### src/rtl/river_crossing_pkg.sv
// river_crossing_pkg: shared state encoding, default predator/prey matrix and popcount helper
// for the river-crossing puzzle engine.
package river_crossing_pkg;
    typedef enum logic [1:0] {PLAY = 2'd0, SOLVED = 2'd1, FAILED = 2'd2} rc_state_e;
    // Item 0 (wolf) eats item 1 (goat), item 1 (goat) eats item 2 (cabbage).
    localparam logic [8:0] RC_CONFLICT_DEFAULT = 9'b000_100_010;
    function automatic logic [4:0] popcount(input logic [15:0] v);
        logic [4:0] p;
        p = '0;
        for (int i = 0; i < 16; i++) p += 5'(v[i]);
        return p;
    endfunction
endpackage

### src/rtl/river_crossing_conflict_check.sv
// rc_conflict_check: flags a position where some predator/prey pair sits together on the
// bank the person has left. Diagonal matrix bits are ignored.
module rc_conflict_check #(
    parameter int                         N_ITEMS  = 3,
    parameter logic [N_ITEMS*N_ITEMS-1:0] CONFLICT = '0
) (
    input  logic [N_ITEMS-1:0] pos_i,
    input  logic               bank_p_i,
    output logic               eaten_o
);
    always_comb begin
        eaten_o = 1'b0;
        for (int i = 0; i < N_ITEMS; i++)
            for (int j = 0; j < N_ITEMS; j++)
                if (i != j && CONFLICT[i*N_ITEMS+j] && pos_i[i] == pos_i[j] && pos_i[i] != bank_p_i)
                    eaten_o = 1'b1;
    end
endmodule

### src/rtl/river_crossing.sv
// river_crossing: river-crossing puzzle engine with move legality, conflict and budget checks.
// Define RIVER_CROSSING_FORMAL_EN to embed the formal assumptions, assertions and cover.
module river_crossing
    import river_crossing_pkg::*;
#(
    parameter int                         N_ITEMS   = 3,
    parameter int                         BOAT_CAP  = 1,
    parameter int                         MAX_MOVES = 15,
    parameter logic [N_ITEMS*N_ITEMS-1:0] CONFLICT  = RC_CONFLICT_DEFAULT
) (
    input  logic               clk,
    input  logic               rst_n,
    input  logic               restart,
    input  logic               move_valid,
    input  logic [N_ITEMS-1:0] sel,
    output logic [N_ITEMS-1:0] bank,
    output logic               bank_p,
    output logic [7:0]         move_cnt,
    output logic [1:0]         state,
    output logic               reject
);
    logic [N_ITEMS-1:0] bank_q, bank_d, bank_n;
    logic               bank_p_q, bank_p_d;
    logic [7:0]         move_cnt_q, move_cnt_d, cnt_n;
    rc_state_e          state_q, state_d;
    logic               reject_q, reject_d;
    logic               armed_q;
    logic               legal, take, eaten, solved_n;

    assign bank_n   = bank_q ^ sel;
    assign cnt_n    = move_cnt_q + 8'(move_cnt_q != 8'hff);
    assign legal    = (popcount(16'(sel)) <= 5'(BOAT_CAP)) &&
                      ((sel & (bank_q ^ {N_ITEMS{bank_p_q}})) == '0);
    // armed_q masks the first edge after reset release so no move lands on it.
    assign take     = move_valid && armed_q && !restart && state_q == PLAY;
    assign solved_n = (&bank_n) && !bank_p_q && !eaten;

    rc_conflict_check #(.N_ITEMS(N_ITEMS), .CONFLICT(CONFLICT)) u_check (
        .pos_i    (bank_n),
        .bank_p_i (~bank_p_q),
        .eaten_o  (eaten)
    );

    always_comb begin
        bank_d     = bank_q;
        bank_p_d   = bank_p_q;
        move_cnt_d = move_cnt_q;
        state_d    = state_q;
        reject_d   = 1'b0;
        if (restart) begin
            bank_d     = '0;
            bank_p_d   = 1'b0;
            move_cnt_d = '0;
            state_d    = PLAY;
        end else if (take && legal) begin
            bank_d     = bank_n;
            bank_p_d   = ~bank_p_q;
            move_cnt_d = cnt_n;
            state_d    = eaten ? FAILED : solved_n ? SOLVED :
                         (cnt_n >= 8'(MAX_MOVES)) ? FAILED : PLAY;
        end else if (take) begin
            reject_d = 1'b1;
        end
    end

    always_ff @(posedge clk or negedge rst_n) begin
        if (!rst_n) begin
            bank_q     <= '0;
            bank_p_q   <= 1'b0;
            move_cnt_q <= '0;
            state_q    <= PLAY;
            reject_q   <= 1'b0;
            armed_q    <= 1'b0;
        end else begin
            bank_q     <= bank_d;
            bank_p_q   <= bank_p_d;
            move_cnt_q <= move_cnt_d;
            state_q    <= state_d;
            reject_q   <= reject_d;
            armed_q    <= 1'b1;
        end
    end

    assign bank     = bank_q;
    assign bank_p   = bank_p_q;
    assign move_cnt = move_cnt_q;
    assign state    = state_q;
    assign reject   = reject_q;

`ifdef RIVER_CROSSING_FORMAL_EN
    always_comb if (rst_n && move_valid) assume (legal);
    always_comb if (rst_n && take) assume (!eaten);
    cover property (@(posedge clk) state_q == SOLVED);
    assert property (@(posedge clk) disable iff (!rst_n) move_cnt_q <= 8'(MAX_MOVES));
    assert property (@(posedge clk) disable iff (!rst_n) bank_p_q == move_cnt_q[0]);
`endif
endmodule
### config.mk
export PLATFORM = sky130hd
export DESIGN_NAME = river_crossing
export DESIGN_NICKNAME = d
export VERILOG_FILES = /design/src/rtl/river_crossing_pkg.sv /design/src/rtl/river_crossing_conflict_check.sv /design/src/rtl/river_crossing.sv
export SDC_FILE = /design/constraint.sdc
export NUM_CORES = 1
export LEC_CHECK = 0
export CAP_MARGIN = 10
export CORE_ASPECT_RATIO = 1.25
export CORE_MARGIN = 2
export CORE_UTILIZATION = 25
export CTS_BUF_LIST = sky130_fd_sc_hd__clkbuf_16
export DETAILED_ROUTE_END_ITERATION = 16
export DONT_BUFFER_PORTS = 1
export PLACE_DENSITY = 0.45
export SYNTH_ARGS = -nofsm -noshare
export SYNTH_HDL_FRONTEND = slang
export SYNTH_SLANG_ARGS = --single-unit
### constraint.sdc
create_clock -name clk -period 2.9 [get_ports clk]
set_input_delay 0.58 -clock clk [delete_from_list [all_inputs] [get_ports clk]]
set_output_delay 0.58 -clock clk [all_outputs]
set_load 0.01 [all_outputs]
==> flow_metrics.tcl <==
set metrics [dict create \
    run_status "complete, no violations" \
    p_leak_nw 0.513 \
    cts_sinks 16 \
    rsz0062_at_grt "no" \
    fin_util 0.292 \
    synth-async-reset-ratio 1.00 \
    cts_root_buffer "clkbuf_16" \
    synth_top_area_cell "dfrtp_1" \
    die_area_um2 4630 \
    path_cells "and4_1, nand3_1, ha_1, ha_1, nand3_1, and2_1, or2_2, nor4_1, a41oi_1" \
    boundaryPins 22 \
    core_um2 4000 \
    start_util 0.256 \
    cts_tree "done" \
    final_max_slew_viol_count 0 \
    wl_mm 2.50 \
    via_count 838 \
    htreeDepth 1 \
    min_period_over_period 0.815 \
    syn_area_um2 1020 \
    final.setup_skew_ns 0.00477 \
    placed_cell_area_um2 1090 \
    clock_latency_ns 0.25 \
    reg2reg_slack_ns 0.54 \
    wl_per_cell_um 15.2 \
    path_class "reg -> reg" \
    crit_end "state[1]" \
    die_h_um 75.5 \
    nNetsFinal 121 \
    startpoint_type "flop" \
    cp_data_arrival_time_ns 2.47 \
    dr.first_iter.drc_count 30 \
    grt_antenna_before_repair 0 \
    synth_fp_nets 116 \
    place.gp.congestion 0.764 \
    n_antenna_cell 0 \
    grt_pass1_vias 825 \
    mostFrequentLayoutCells "16 x dfrtp_1, 9 x nand3_1, 8 x nand2_1" \
    synth_area_leaders "dfrtp_1 39%, ha_1 4.9%, nand3_1 4.4%, xor2_1 4.3%, a21oi_1 2.9%" \
    synth.distinct_cells 43 \
    fin_area_um2 1170 \
    period_needed_ns 2.36 \
    grt_overflow_total 0 \
    critPathLaunch "move_cnt[2]" \
    hold_buffers 0 \
    post_cts_buffers 0 \
    cpPeakStageDelay_ns 0.48 \
    rr_worst_depth 9 \
    cts_max_path_buffers 2 \
    hold_viol 0 \
    slowest_stage "dfrtp_1" \
    required_ns 3.01 \
    drive_above_1_share 0.147 \
    crit_buf_inv 0 \
    critPathTopFamily "simple AND/OR/NAND/NOR gates" \
    power_mw 0.577 \
    setup_tns_ns 0 \
    track_usage 0.116 \
    synth-seq-area-share 0.391 \
    syn_inst 105 \
    synthToLayoutAreaGrowth_pct 14.2 \
    clkTransAtPathRegs_ns 0.05 \
    setup_violations 0 \
    grt_pass1_wl_mm 3.83 \
    end_kind "flop" \
    hold_class "in -> async" \
    yosysWarnings 0 \
    dpl_worst_slack_ns 0.556 \
    ys_ff_latch 16 \
    cp.depth 9 \
    die_width_um 61.2 \
    layout_commonest_cell "dfrtp_1" \
    syn-mean-instance-area_um2 9.75 \
    port_buffers 0 \
    synth_edf_count 0 \
    synth_ff_type "dfrtp_1" \
    crit_path_max_fanout 8 \
    max_freq_ghz 0.423 \
    drcViolationCount 0 \
    ant_nets 0 \
    synth_top_area_frac 0.391 \
    drv_cap 0 \
    setup_ws_ns 0.537 \
    grt_max_degree 17 \
    cts_resized 0 \
    rr_startpoint "move_cnt[2]" \
    r2r_end "state[1]" \
    cts_buffers 3 \
    pwr_density_cell_nw_per_um2 494 \
    rows 26 \
    ir_drop_v 0.000237 \
    avgViaCountPerCell 5.08 \
    dpl.hpwl_mm 1.96 \
    drt-pass1-iter-count 4 \
]
## worst reg2reg max path, cell delays in order (launching register included)
cell	delay, ns
dfrtp_1	0.48
and4_1	0.27
nand3_1	0.09
ha_1	0.21
ha_1	0.22
nand3_1	0.10
and2_1	0.18
or2_2	0.26
nor4_1	0.26
a41oi_1	0.15
## Yosys cell counts (all sizes together), types with 2 or more instances
| cell | instances |
|---|---|
| dfrtp | 16 |
| nand3 | 9 |
| nand2 | 8 |
| a21oi | 6 |
| nor2 | 5 |
| xor2 | 5 |
| a21o | 4 |
| ha | 4 |
| or2b | 4 |
| inv | 3 |
| nor3b | 3 |
| a221o | 2 |
| and2 | 2 |
| nand2b | 2 |
| nand4 | 2 |
| nor2b | 2 |
| nor3 | 2 |
| nor4 | 2 |
| o21ai | 2 |
| or2 | 2 |
| or3 | 2 |
## through the flow
step                      hold slack (ns)  instances
after CTS                          0.0219        165
after detailed placement            0.285        161
after global placement              0.285        161
after floorplan                     0.284        105
final                              0.0259        165
after global routing               0.0170        165
## logic make-up (layout without fill, tap and decap cells)
family / Yosys count / count (layout) / share of synthesized area
simple gates: 48 / 48 / 0.284
compound gates: 25 / 25 / 0.188
flops: 16 / 16 / 0.391
fa+ha+maj: 4 / 4 / 0.0489
other cells: 1 / 1 / 0.00366
mux: 1 / 1 / 0.0110
xor+xnor: 6 / 6 / 0.0513
buf+inv: 4 / 8 / 0.0220
## layout make-up
class	count	area, um2
sequential	16	400
timing repair buffer	1	7.51
tap	56	70.1
clock buffer	3	75.1
inverter	3	11.3
multi-input combinational	85	601
clock inverter	1	3.75
fill	443	2830
## power by group
group / switching (mW) / leakage (nW) / internal, mW
sequential: 0.0131 / 0.219 / 0.230
combinational: 0.0347 / 0.255 / 0.0265
clock: 0.0893 / 0.0385 / 0.183
total: 0.137 / 0.513 / 0.440
## worst min path at each step
stage / slack [ns] / start / end
final: 0.03 / rst_n / move_cnt[4]
after detailed placement: 0.28 / rst_n / reject
after CTS: 0.02 / rst_n / move_cnt[2]
after global routing: 0.02 / rst_n / move_cnt[4]
after global placement: 0.28 / rst_n / reject
after floorplan: 0.28 / rst_n / armed_q
## layer usage
layer  track usage  wire (um)  share of wire  vias to the layer above
met5             0          0              0                        -
met4        0.0652         61          0.024                        0
met1         0.106        920           0.37                      408
met3        0.0424        194          0.078                        7
met2         0.215       1320           0.53                       26
li1              -          -              -                      397
## state kept, by name, indices dropped and copies added, names as in the netlist
| register | flops |
|---|---|
| armed_q | 1 |
| bank | 3 |
| bank_p | 1 |
| move_cnt | 8 |
| reject | 1 |
| state | 2 |
Power figures use the tool's default switching activity.
